### config.mk
export PLATFORM = sky130hd
export DESIGN_NAME = secuenciador_multiciclo_flat
export DESIGN_NICKNAME = d
export VERILOG_FILES = /design/src/rtl/secuenciador_multiciclo_if.sv /design/src/rtl/secuenciador_multiciclo.sv /design/src/flat_wrapper.sv
export SDC_FILE = /design/constraint.sdc
export NUM_CORES = 1
export LEC_CHECK = 0
export CAP_MARGIN = 10
export CORE_MARGIN = 10
export CORE_UTILIZATION = 35
export DETAILED_ROUTE_END_ITERATION = 7
export PLACE_DENSITY = 0.68
export SYNTH_ARGS = -nofsm -noshare
export SYNTH_HDL_FRONTEND = slang
export SYNTH_SLANG_ARGS = --single-unit
### constraint.sdc
create_clock -name clk -period 2.6 [get_ports clk]
set_clock_uncertainty 0.15 [all_clocks]
set_input_delay 0.39 -clock clk [delete_from_list [all_inputs] [get_ports clk]]
set_output_delay 0.39 -clock clk [all_outputs]
set_load 0.01 [all_outputs]
### src/rtl/secuenciador_multiciclo_if.sv
// Bus bundle for the multicycle sequencer: instruction fetch, data access,
// control-unit enables and the status outputs.
interface secuenciador_multiciclo_if;
  logic        imem_req;
  logic        imem_ack;
  logic [31:0] imem_rdata;
  logic [31:0] ir;
  logic        dmem_req;
  logic        dmem_ack;
  logic        uc_wre;
  logic [3:0]  uc_wme;
  logic        wre;
  logic [3:0]  wme;
  logic        pc_we;
  logic [2:0]  estado;
  logic        illegal;
  logic [31:0] instret;

  modport master (
    output imem_req, ir, dmem_req, wre, wme, pc_we, estado, illegal, instret,
    input  imem_ack, imem_rdata, dmem_ack, uc_wre, uc_wme
  );

  modport slave (
    input  imem_req, ir, dmem_req, wre, wme, pc_we, estado, illegal, instret,
    output imem_ack, imem_rdata, dmem_ack, uc_wre, uc_wme
  );
endinterface

### src/rtl/secuenciador_multiciclo.sv
// Multicycle instruction sequencer: FETCH -> DECODE -> EXEC -> [MEM] -> [WB].
// Gates control-unit write enables by phase, strobes the PC once per retired
// instruction, counts retirements and traps permanently on an unknown opcode.
module secuenciador_multiciclo (
  input  logic                          clk,
  input  logic                          rst_n,
  secuenciador_multiciclo_if.master     bus
);

  typedef enum logic [2:0] {
    FETCH  = 3'd0,
    DECODE = 3'd1,
    EXEC   = 3'd2,
    MEM    = 3'd3,
    WB     = 3'd4,
    TRAP   = 3'd5
  } state_t;

  localparam logic [6:0] OP_R      = 7'b0110011;
  localparam logic [6:0] OP_IMM    = 7'b0010011;
  localparam logic [6:0] OP_LOAD   = 7'b0000011;
  localparam logic [6:0] OP_STORE  = 7'b0100011;
  localparam logic [6:0] OP_BRANCH = 7'b1100011;
  localparam logic [6:0] OP_LUI    = 7'b0110111;
  localparam logic [6:0] OP_AUIPC  = 7'b0010111;
  localparam logic [6:0] OP_JAL    = 7'b1101111;
  localparam logic [6:0] OP_JALR   = 7'b1100111;

  state_t      state_q, state_d;
  logic [31:0] ir_q, ir_d;
  logic [31:0] instret_q, instret_d;
  logic        illegal_q, illegal_d;

  logic        op_legal;
  logic        is_load, is_store, is_branch;
  logic        imem_req_c, dmem_req_c, wre_c, pc_we_c;
  logic [3:0]  wme_c;

  // Opcode classification of the instruction register
  always_comb begin
    case (ir_q[6:0])
      OP_R, OP_IMM, OP_LOAD, OP_STORE, OP_BRANCH,
      OP_LUI, OP_AUIPC, OP_JAL, OP_JALR: op_legal = 1'b1;
      default:                           op_legal = 1'b0;
    endcase
    is_load   = (ir_q[6:0] == OP_LOAD);
    is_store  = (ir_q[6:0] == OP_STORE);
    is_branch = (ir_q[6:0] == OP_BRANCH);
  end

  // Next-state and phase-gated outputs, all decoded from the registered state
  always_comb begin
    state_d    = state_q;
    ir_d       = ir_q;
    illegal_d  = illegal_q;
    imem_req_c = 1'b0;
    dmem_req_c = 1'b0;
    wre_c      = 1'b0;
    wme_c      = '0;
    pc_we_c    = 1'b0;
    case (state_q)
      FETCH: begin
        imem_req_c = 1'b1;
        if (bus.imem_ack) begin
          ir_d    = bus.imem_rdata;
          state_d = DECODE;
        end
      end
      DECODE: begin
        if (op_legal) begin
          state_d = EXEC;
        end else begin
          state_d   = TRAP;
          illegal_d = 1'b1;
        end
      end
      EXEC: begin
        if (is_load || is_store) begin
          state_d = MEM;
        end else if (is_branch) begin
          pc_we_c = 1'b1;
          state_d = FETCH;
        end else begin
          state_d = WB;
        end
      end
      MEM: begin
        dmem_req_c = 1'b1;
        if (is_store) wme_c = bus.uc_wme;
        if (bus.dmem_ack) begin
          if (is_store) begin
            pc_we_c = 1'b1;
            state_d = FETCH;
          end else begin
            state_d = WB;
          end
        end
      end
      WB: begin
        wre_c   = bus.uc_wre;
        pc_we_c = 1'b1;
        state_d = FETCH;
      end
      TRAP: begin
        illegal_d = 1'b1;
      end
      default: begin
        state_d = FETCH;
      end
    endcase
    instret_d = pc_we_c ? instret_q + 32'd1 : instret_q;
  end

  // State, instruction register, sticky trap flag and retirement counter
  always_ff @(posedge clk or negedge rst_n) begin
    if (!rst_n) begin
      state_q   <= FETCH;
      ir_q      <= 32'h0000_0013;
      instret_q <= '0;
      illegal_q <= 1'b0;
    end else begin
      state_q   <= state_d;
      ir_q      <= ir_d;
      instret_q <= instret_d;
      illegal_q <= illegal_d;
    end
  end

  // Reset sits in FETCH, so the fetch request is also held off by rst_n itself
  assign bus.imem_req = imem_req_c & rst_n;
  assign bus.dmem_req = dmem_req_c;
  assign bus.wre      = wre_c;
  assign bus.wme      = wme_c;
  assign bus.pc_we    = pc_we_c;
  assign bus.ir       = ir_q;
  assign bus.estado   = state_q;
  assign bus.illegal  = illegal_q;
  assign bus.instret  = instret_q;

endmodule

### src/flat_wrapper.sv
// flat-port wrapper written by rule: the top's interface ports become plain ports
module secuenciador_multiciclo_flat 
  (clk, rst_n, bus_imem_req, bus_ir, bus_dmem_req, bus_wre, bus_wme, bus_pc_we, bus_estado, bus_illegal, bus_instret, bus_imem_ack, bus_imem_rdata, bus_dmem_ack, bus_uc_wre, bus_uc_wme);
  secuenciador_multiciclo_if bus_i ();
  input  logic clk;
  input  logic rst_n;
  output wire logic [$bits(bus_i.imem_req)-1:0] bus_imem_req;
  output wire logic [$bits(bus_i.ir)-1:0] bus_ir;
  output wire logic [$bits(bus_i.dmem_req)-1:0] bus_dmem_req;
  output wire logic [$bits(bus_i.wre)-1:0] bus_wre;
  output wire logic [$bits(bus_i.wme)-1:0] bus_wme;
  output wire logic [$bits(bus_i.pc_we)-1:0] bus_pc_we;
  output wire logic [$bits(bus_i.estado)-1:0] bus_estado;
  output wire logic [$bits(bus_i.illegal)-1:0] bus_illegal;
  output wire logic [$bits(bus_i.instret)-1:0] bus_instret;
  input wire logic [$bits(bus_i.imem_ack)-1:0] bus_imem_ack;
  input wire logic [$bits(bus_i.imem_rdata)-1:0] bus_imem_rdata;
  input wire logic [$bits(bus_i.dmem_ack)-1:0] bus_dmem_ack;
  input wire logic [$bits(bus_i.uc_wre)-1:0] bus_uc_wre;
  input wire logic [$bits(bus_i.uc_wme)-1:0] bus_uc_wme;
  assign bus_imem_req = bus_i.imem_req;
  assign bus_ir = bus_i.ir;
  assign bus_dmem_req = bus_i.dmem_req;
  assign bus_wre = bus_i.wre;
  assign bus_wme = bus_i.wme;
  assign bus_pc_we = bus_i.pc_we;
  assign bus_estado = bus_i.estado;
  assign bus_illegal = bus_i.illegal;
  assign bus_instret = bus_i.instret;
  assign bus_i.imem_ack = bus_imem_ack;
  assign bus_i.imem_rdata = bus_imem_rdata;
  assign bus_i.dmem_ack = bus_dmem_ack;
  assign bus_i.uc_wre = bus_uc_wre;
  assign bus_i.uc_wme = bus_uc_wme;
  secuenciador_multiciclo u_core (.clk(clk), .rst_n(rst_n), .bus(bus_i));
endmodule
# After elaboration in Yosys (flattened, before gate mapping)
# Cells that the tools add are included.
dict set report totals {
  ff_bits 68
  output_inout_bits 76
  input_bits 41
  elab_cells 51
}
dict set report op_classes {
  n_reduce_logical 7
  bitwise 2
  n_mux 20
  n_eq_ne 17
  add_sub_neg 1
}
# cell count
set ops {}
lappend ops {{32-bit by 1-bit adder with 32-bit output, second input constant} 1}
lappend ops {{7-bit by 6-bit equality test with 1-bit output, second input constant} 3}
lappend ops {{7-bit equality test, second input constant} 3}
lappend ops {{3-bit 2-to-1 mux} 6}
lappend ops {{3-bit case mux with 5 select lines} 1}
lappend ops {{7-bit by 5-bit equality test with 1-bit output, second input constant} 2}
lappend ops {{1-bit 2-to-1 mux} 9}
lappend ops {{9-bit OR reduction} 1}
lappend ops {{4-bit 2-to-1 mux} 2}
lappend ops {{7-bit by 2-bit equality test with 1-bit output, second input constant} 1}
lappend ops {{3-bit by 2-bit equality test with 1-bit output, second input constant} 2}
lappend ops {{3-bit equality test, second input constant} 2}
lappend ops {{2-bit inequality test, second input constant} 3}
lappend ops {{2-bit AND reduction} 2}
lappend ops {{3-bit by 1-bit equality test with 1-bit output, second input constant} 1}
lappend ops {{3-bit logical NOT} 1}
lappend ops {{1-bit case mux with 3 select lines} 1}
lappend ops {{3-bit AND reduction} 1}
lappend ops {{1-bit case mux with 2 select lines} 1}
lappend ops {{2-bit nonzero test} 1}
lappend ops {{1-bit bitwise AND} 1}
lappend ops {{1-bit logical OR} 1}
lappend ops {{1-bit inverter} 1}

# Logic depth before layout (Yosys ltp)
# Gate-level depths: netlist of the first run.
dict set report depth {
  depth_word 5
  mapped_depth 7
}

# Worst setup path before layout of the first run
# Ideal clock, no wire load.
dict set report synth_timing {
  path_kind {register -> register}
  startpoint {register u_core.state_q[2], in the netlist u_core.bus.estado[2]}
  endpoint {register u_core.instret_q[14], in the netlist u_core.bus.instret[14]}
  arrival_time_ns 1.790
  path_slack_ns 0.533
  stages_incl_launch_ff 7
  path_buffers 1
  required_time_ns 2.323
  synth_period_minus_slack_ns 2.067
  path_cell_list {dfrtp_1 -> buf_6 -> nand3b_4 -> a2111o_1 -> a2111oi_4 -> nand2_1 -> xnor2_1}
}
dict set report synth_between {
  elab_chain_len 2
}
# item line
set synth_lines {}
lappend synth_lines {{start: declaration} secuenciador_multiciclo.sv:29} ;# state_t state_q, state_d;
lappend synth_lines {{start signal: assignment} secuenciador_multiciclo.sv:122} ;# state_q <= state_d;
lappend synth_lines {{3-bit equality test / 3-bit by 2-bit equality test with 1-bit output (equally long branches)} secuenciador_multiciclo.sv:61} ;# case (state_q)
lappend synth_lines {{1-bit case mux with 3 select lines *} secuenciador_multiciclo.sv:61}
lappend synth_lines {{end signal: assignment} secuenciador_multiciclo.sv:124} ;# instret_q <= instret_d;
lappend synth_lines {{end: declaration} secuenciador_multiciclo.sv:31} ;# logic [31:0] instret_q, instret_d;
# Mark *: on every way between the ends. The rest lies on a longest branch, timed or not.
# A chain may end at the register's enable or synchronous reset.

# Worst setup path after layout of the first run
dict set report layout_timing {
  startpoint {register u_core.ir_q[0], in the netlist u_core.bus.ir[0]}
  endpoint {output port bus_wme[1]}
}
dict set report layout_between {
  elab_chain_len 3
}
# item line
set layout_lines {}
lappend layout_lines {{start: declaration} secuenciador_multiciclo.sv:30} ;# logic [31:0] ir_q, ir_d;
lappend layout_lines {{start signal: assignment} secuenciador_multiciclo.sv:123} ;# ir_q <= ir_d;
lappend layout_lines {{7-bit by 6-bit equality test with 1-bit output} secuenciador_multiciclo.sv:47} ;# is_store = (ir_q[6:0] == OP_STORE);
lappend layout_lines {{4-bit 2-to-1 mux} secuenciador_multiciclo.sv:89} ;# if (is_store) wme_c = bus.uc_wme;
lappend layout_lines {{4-bit 2-to-1 mux} secuenciador_multiciclo.sv:61}
lappend layout_lines {{end: declaration} flat_wrapper.sv:11} ;# output wire logic [$bits(bus_i.wme)-1:0] bus_wme;
# No other way between the ends.

==> results.yml, run 1 <==
power_and_ir_drop:
  seqPwrFrac_pct: 38.2
  total_switching_power_mw: 1.376
  p_leak_nw: 1.937
  sw_frac_of_total_pct: 31.88
  power_frac_comb_pct: 41.6
  p_per_area_nw_per_um2: 933.6
  pwr-share-clk_pct: 20.2
  vdd_ir_drop_max_mv: 0.5117
  internal-power_mw: 2.940
layout:
  flow.area_growth_from_synthesis_pct: 50.33
  num-nets-final: 426
  post-route-cell-area_sq_um: 4623
  final-seq-area_sq_um: 1707
  insertedDiodeCount: 0
  final_cell_count_no_fill: 497
  final_layout_size_suffix_gt1_share_pct: 18.51
  fillCellCount: 769
  multi_input_area_sq_um: 1316
  fin_util_pct: 53.54
synthesis:
  synth.distinct_cells: 35
  ys_warn_count: 0
  ys_seq_area_share_pct: 55.45
  synth-seq-cells: 68
  postSynthNetCount: 295
  syn-mean-instance-area_sq_um: 12.16
  postSynthCellCount: 253
  synth_top_cell_area_share_pct: 52.89
  netlist_top_cells_area: "sky130_fd_sc_hd__dfrtp_1, sky130_fd_sc_hd__mux2_2, sky130_fd_sc_hd__xnor2_1"
  yosys.area.top_type: "sky130_fd_sc_hd__dfrtp_1"
  post_synth_instance_area_sq_um: 3075
clock_network:
  clk_transition_reported_paths_ps: 70
  clk_path_buf_depth: 2
  root_buffer: "sky130_fd_sc_hd__clkbuf_8"
  h-tree-depth: 3
  insertion_delay_ps: 340
  cts.sinks: 68
  number_of_buffers_created_by_cts: 9
  tritoncts: "yes"
setup_path:
  critPathLaunchType: "flop"
  cell_depth_of_the_worst_setup_path: 6
  cp_top_delay_family: "simple AND/OR/NAND/NOR gates"
  cp_num_buf_inv: 2
  timing.critical_path.to: "bus_wme[1]"
  crit_slowest_cell: "sky130_fd_sc_hd__dfstp_2"
  critPathLaunch: "u_core.bus.ir[0]$_DFFE_PN1P_"
  worstPathCellList: "nand4bb_4 > nor3_1 > and3_4 > buf_4 > and2_1 > dlygate4sd2_1"
  worst_r2r_endpoint: "u_core.bus.instret[14]$_DFFE_PN0P_"
  critPathKind: "reg2out"
  worst_ep_required_time_ps: 2060
  timing.reg2reg.worst_path_depth: 6
  regToRegSetupSlack_ps: 380
  end_kind: "primary output"
  critical_path.max_stage_delay_ps: 560
  worstReg2RegStart: "u_core.bus.ir[0]$_DFFE_PN1P_"
  cp.arrival_ps: 1910
  crit_path_max_fo: 5
placement:
  gp_congestion: 0.7968
  dp_hpwl_microns: 6135
  io_buffer_count: 116
  placement.cell_area_sq_um: 4399
  dp.cells: 478
global_routing:
  globalRouteMet1Util_pct: 15.05
  groute.layer.met2.usage_pct: 20.31
  antenna_violations_before_repair: 0
  globalRoute.totalOverflow: 0
  largest_net_degree_at_the_start_of_global_routing: 69
  groute.usage.overall_pct: 12.64
  grt_first_pass_wirelength_microns: 13350
  global_route_met3_utilization_pct: 5.774
  grt.busiest_layer: "met2"
  first_global_vias: 2523
timing:
  timing.final.hold_violations: 0
  finalSetupViolations: 0
  setup_repair_after_global_routing_missed_its_margin: "no"
  fmax_ghz: 0.4079
  tightest_slew_ps: 850.8
  setup-tns-final_ps: 0
  slew_viol_final: 0
  fin_crit_sh_pct: 94.30
  worst_slew_slack_as_a_fraction_of_its_limit_pct: 43.28
  timing.final.crit_period_ps: 2452
floorplan:
  placement_rows: 34
  die_area_sq_um: 12940
  die_h_microns: 113.7
  design.portCount: 117
  floorplan.die.width_microns: 113.7
  floorplan.core_area_sq_um: 8636
  floorplan.initialDensity_pct: 35.61
route:
  first_pass_iters: 4
  initialDrtViolationCount: 82
  overall_via_count_from_detail_route: 2361
  remaining_number_of_nets_flagged_by_the_antenna_check_after_routing: 0
  routedWlPerCell_microns: 16.21
  detail_route.drc_violations: 0
  route.detailed.vias_per_inst: 4.751
  drt-total-wl_microns: 8058
flow_run:
  drv.max_cap_violation_count: 0
run_status:
  status: "finished clean"
min_path:
  min_path_type: "in2async"
## cell families after synthesis
group,synth area share (%)
xor gates and xnor gates,8.828
adders and majority gates,0.7323
muxes,11.35
AOI/OAI and AO/OA,5.208
buffers and inverters,1.912
and+or+nand+nor,16.52
DFF,55.45
## worst min-delay path by stage
stage	end	depth (start not counted)	from	slack, ps
after global routing	u_core.bus.ir[19]$_DFFE_PN0P_	2	rst_n	200
after CTS	u_core.bus.instret[28]$_DFFE_PN0P_	2	rst_n	160
after detailed placement	u_core.bus.instret[31]$_DFFE_PN0P_	1	u_core.bus.instret[31]$_DFFE_PN0P_	320
final	u_core.bus.ir[19]$_DFFE_PN0P_	2	rst_n	140
after floorplan	u_core.bus.estado[0]$_DFFE_PN0P_	0	rst_n	-60
after global placement	u_core.bus.illegal$_DFFE_PN0P_	1	u_core.bus.illegal$_DFFE_PN0P_	300
## routing by layer
metal | vias to the layer above | part of all wire [%]
li1 | 1136 | -
met2 | 71 | 48
met1 | 1148 | 43
met3 | 6 | 8.7
met4 | 0 | 0.84
met5 | - | 0
## flip-flops by register name (all words and copies together), names as in the netlist
name	count
u_core.bus.illegal	1
u_core.bus.estado	3
u_core.bus.instret	32
u_core.bus.ir	32
## final cells by class
cell class | instances | area share, %
inverter | 5 | 0.4060
clock inverter | 6 | 1.380
sequential | 68 | 36.91
clock buffer | 10 | 2.977
multi-input combinational | 173 | 28.47
timing repair buffer | 127 | 26.93
tap | 108 | 2.923
## cells in the final DEF (no fill, tap or decap), types with 5 or more instances in the layout
master                            count
sky130_fd_sc_hd__and2_1               8
sky130_fd_sc_hd__and3_1               5
sky130_fd_sc_hd__buf_4               10
sky130_fd_sc_hd__clkbuf_8            10
sky130_fd_sc_hd__clkdlybuf4s50_1    110
sky130_fd_sc_hd__dfrtp_1             64
sky130_fd_sc_hd__dlygate4sd2_1        5
sky130_fd_sc_hd__inv_1                5
sky130_fd_sc_hd__mux2_2              31
sky130_fd_sc_hd__nand2_1             23
sky130_fd_sc_hd__nand3_1              9
sky130_fd_sc_hd__nand4_1             10
sky130_fd_sc_hd__nor2_1              16
sky130_fd_sc_hd__nor3_1               9
sky130_fd_sc_hd__xnor2_1             19
sky130_fd_sc_hd__xor2_1              12
## cells in the mapped netlist
master                       n
sky130_fd_sc_hd__a2111o_1    1
sky130_fd_sc_hd__a2111oi_2   1
sky130_fd_sc_hd__a2111oi_4   1
sky130_fd_sc_hd__a21o_1      1
sky130_fd_sc_hd__a21oi_1     4
sky130_fd_sc_hd__and2_1      8
sky130_fd_sc_hd__and3_1      6
sky130_fd_sc_hd__buf_2       5
sky130_fd_sc_hd__buf_6       1
sky130_fd_sc_hd__clkbuf_1    1
sky130_fd_sc_hd__dfrtp_1    65
sky130_fd_sc_hd__dfstp_2     3
sky130_fd_sc_hd__ha_1        1
sky130_fd_sc_hd__inv_1       5
sky130_fd_sc_hd__maj3_1      1
sky130_fd_sc_hd__mux2_2     31
sky130_fd_sc_hd__nand2_1    23
sky130_fd_sc_hd__nand2b_1    4
sky130_fd_sc_hd__nand3_1     9
sky130_fd_sc_hd__nand3_2     1
sky130_fd_sc_hd__nand3b_4    2
sky130_fd_sc_hd__nand4_1    10
sky130_fd_sc_hd__nand4bb_4   1
sky130_fd_sc_hd__nor2_1     16
sky130_fd_sc_hd__nor3_1      9
sky130_fd_sc_hd__nor3b_2     1
sky130_fd_sc_hd__nor4_1      1
sky130_fd_sc_hd__o2111ai_1   1
sky130_fd_sc_hd__o2111ai_2   1
sky130_fd_sc_hd__o211a_1     1
sky130_fd_sc_hd__o211ai_1    1
sky130_fd_sc_hd__o21ai_0     4
sky130_fd_sc_hd__o311ai_0    2
sky130_fd_sc_hd__xnor2_1    19
sky130_fd_sc_hd__xor2_1     12
## through the flow
step	hold slack (ps)	worst slack, ps	power (mW)
finish	138.3	148.2	4.316
global route	204.9	9.552	4.613
CTS	164.4	119.7	4.400
detailed placement	319.7	-37.97	3.483
global placement	301.8	-24.09	3.441
floorplan	-55.59	532.9	2.487
## timing repair
item,CTS,global route
endpoints found under the setup margin,5,2
hold buffers,0,0
pin swaps,1,0
cloned,0,0
setup buffers,3,0
resized for setup,6,1
## worst reg2reg max path: stages, from the launching register on
cell and delay [ps]:
sky130_fd_sc_hd__dfstp_2 560, sky130_fd_sc_hd__nand4bb_4 160, sky130_fd_sc_hd__a2111o_1 400, sky130_fd_sc_hd__buf_4 160, sky130_fd_sc_hd__a2111oi_4 440, sky130_fd_sc_hd__nand2_1 120
sky130_fd_sc_hd__xnor2_1 140
## power groups by stage
stage | combinational, mW | sequential, mW | clock, mW
after detailed placement | 1.80 | 1.68 | 0
after floorplan | 0.694 | 1.79 | 0
after global placement | 1.79 | 1.66 | 0
after CTS | 1.84 | 1.65 | 0.908
final | 1.80 | 1.65 | 0.873
after global routing | 1.95 | 1.71 | 0.962
Note: power is estimated with default switching activity, not from simulation.
==> inputs of run 2 (changes only) <==
Settings changed: SLEW_MARGIN set to 20.
==> results of run 2 <==
Same layout as run 1: the final DEF is identical, and so are final timing and power.
==> inputs of run 3 (changes only) <==
Settings changed: GPL_ROUTABILITY_DRIVEN set to 0.
==> results of run 3 <==
Same layout as run 1: the final DEF is identical, and so are final timing and power.
==> edit: new RTL, config.mk and constraints of run 2 <==
Make the reset (`rst_n`) synchronous in one clocked block.
--- a/src/rtl/secuenciador_multiciclo.sv
+++ b/src/rtl/secuenciador_multiciclo.sv
@@ -112,7 +112,7 @@
   end
 
   // State, instruction register, sticky trap flag and retirement counter
-  always_ff @(posedge clk or negedge rst_n) begin
+  always_ff @(posedge clk) begin
     if (!rst_n) begin
       state_q   <= FETCH;
       ir_q      <= 32'h0000_0013;
Function: differs if rst_n is asserted again (counterexample within 4 cycles, from zero or initial values and one cycle with rst_n low); with rst_n held inactive, the same outputs for 10 cycles.
==> edit against run 2 <==
- wire length grew 19%
- sequential cell count did not move
- first-iteration DRC count is 110% higher
- global-route usage rose by 2.0 points
- fmax up 0.81%
- utilization up 0.21 points
- worst setup slack better by 0.020 ns
- register-to-register slack worse by 0.04 ns
- synthesized cell count rose by 54%
- cell area is 0.89% higher
- synthesized area is 0.53% higher
- via count rose by 38%
Power is not compared: it rests on default switching activity, and its combinational part moved more than twofold at a synthesized area within 25%.
==> edit: results (changes against run 2) <==
Routing
  • Total wire length: 9624 um (+19%)
  • Via count: 3255 (+38%)
  • First DRT Iteration DRCs: 173 (+110%)

Pwr
  • Leak: 1.606 nW
  • Peak VDD IR: 0.3739 mV

Logic synthesis
  • Gate count of the mapped netlist: 390 (+54%)
  • Count of cell types in the netlist: 41 (+17%)
  • Most frequent cells after synthesis: nand2_1, dfxtp_1, a21oi_1
  • Syn_nets: 432 (+46%)
  • Seq/Total Area, Yosys: 0.4403 (-0.1142)
  • Top post-synthesis cells by area: dfxtp_1, nand2_1, a21oi_1

Status
  • Status: finished clean

Final layout
  • Final-layout fill cell count: 827 (+7.5%)
  • Share of layout cells above drive strength 1: 0.08415 (-0.1009)
  • Signal buffers: 132 (+3.9%)
  • Footprint of the multi-input gates: 1618 um^2 (+23%)
  • NonClk Buf Share: 0.2741 (+0.004860)
  • Seq Cell Count: 68 (unchanged)
  • Inverters: 8 (+3)
  • Multi-input gate count: 287 (+66%)
  • Clock buf/inv share: 0.05150 (+0.007930)
  • Seq area share: 0.2921 (-0.07703)
  • Nets: 548 (+29%)

Critical path
  • Reg-to-Reg End: u_core.bus.instret[28]
  • R2R depth: 5 (-1)
  • Worst reg2reg setup slack: 0.34 ns (-0.04 ns)
  • Worst path arrival time: 1.89 ns (-0.02 ns)
  • R2r startpoint: u_core.bus.instret[13]

GRT
  • Total Routing Usage GR: 0.1466 (+0.02022)
  • Largest net degree at the start of global routing: 63 (-8.7%)

Timing
  • Hold WS: 0.3033 ns (+0.1650 ns)

Placed design
  • Gp weighted congestion: 0.8533 (+7.1%)
  • Pre-CTS worst setup slack: 0.1121 ns (+0.1500 ns)

Worst hold path
  • Min-Delay Path Class: flop to flop
## edit: layer usage
layer  routed length, um  global-route usage  share of wire  vias up
met5                   0                   0              0        -
met4                 140             0.05430          0.015        0
met3                 983             0.06877           0.10       11
met2                4481              0.2293           0.47       92
met1                4018              0.1710           0.42     1513
li1                    -                   -              -     1639
## edit: cells by family after synthesis
kind of cell	count (synthesis)	synth area share
xor gates and xnor gates	1	0.002833
buffers and inverters	35	0.04735
AOI/OAI and AO/OA	103	0.1979
DFF	68	0.4403
adders and majority gates	2	0.007284
muxes	2	0.006475
and+or+nand+nor	179	0.2979
## edit: worst max-delay path, cell delays in order (launching register included)
cell and delay [ns]:
dfxtp_1 0.36, nor4_2 0.34, and3_1 0.24, and3_4 0.22
and2_1 0.12, dlygate4sd2_1 0.26
## edit: worst max path at each step
stage                          startpoint                endpoint  slack (ns)  depth (start not counted)
finish                   u_core.bus.ir[2]              bus_wme[0]        0.17                          5
CTS                  u_core.bus.estado[0]               bus_pc_we        0.02                          5
floorplan           u_core.bus.instret[3]  u_core.bus.instret[21]        0.51                          6
detailed placement           bus_dmem_ack               bus_pc_we        0.11                          6
global placement             bus_dmem_ack               bus_pc_we        0.11                          6
global route             u_core.bus.ir[2]              bus_wme[0]        0.07                          5
## edit: per-stage QoR
step / area [um^2] / cells
4_1_cts: 4661 / 619
5_1_grt: 4664 / 619
3_3_place_gp: 4408 / 602
2_1_floorplan: 3092 / 390
3_5_place_dp: 4408 / 602
6_report: 4664 / 619
## edit: repair_timing
action,CTS,global route
gates resized for setup,6,3
endpoints found under the setup margin,5,1
hold endpoints to repair,0,0
buffers inserted,1,0
pin swaps,1,0
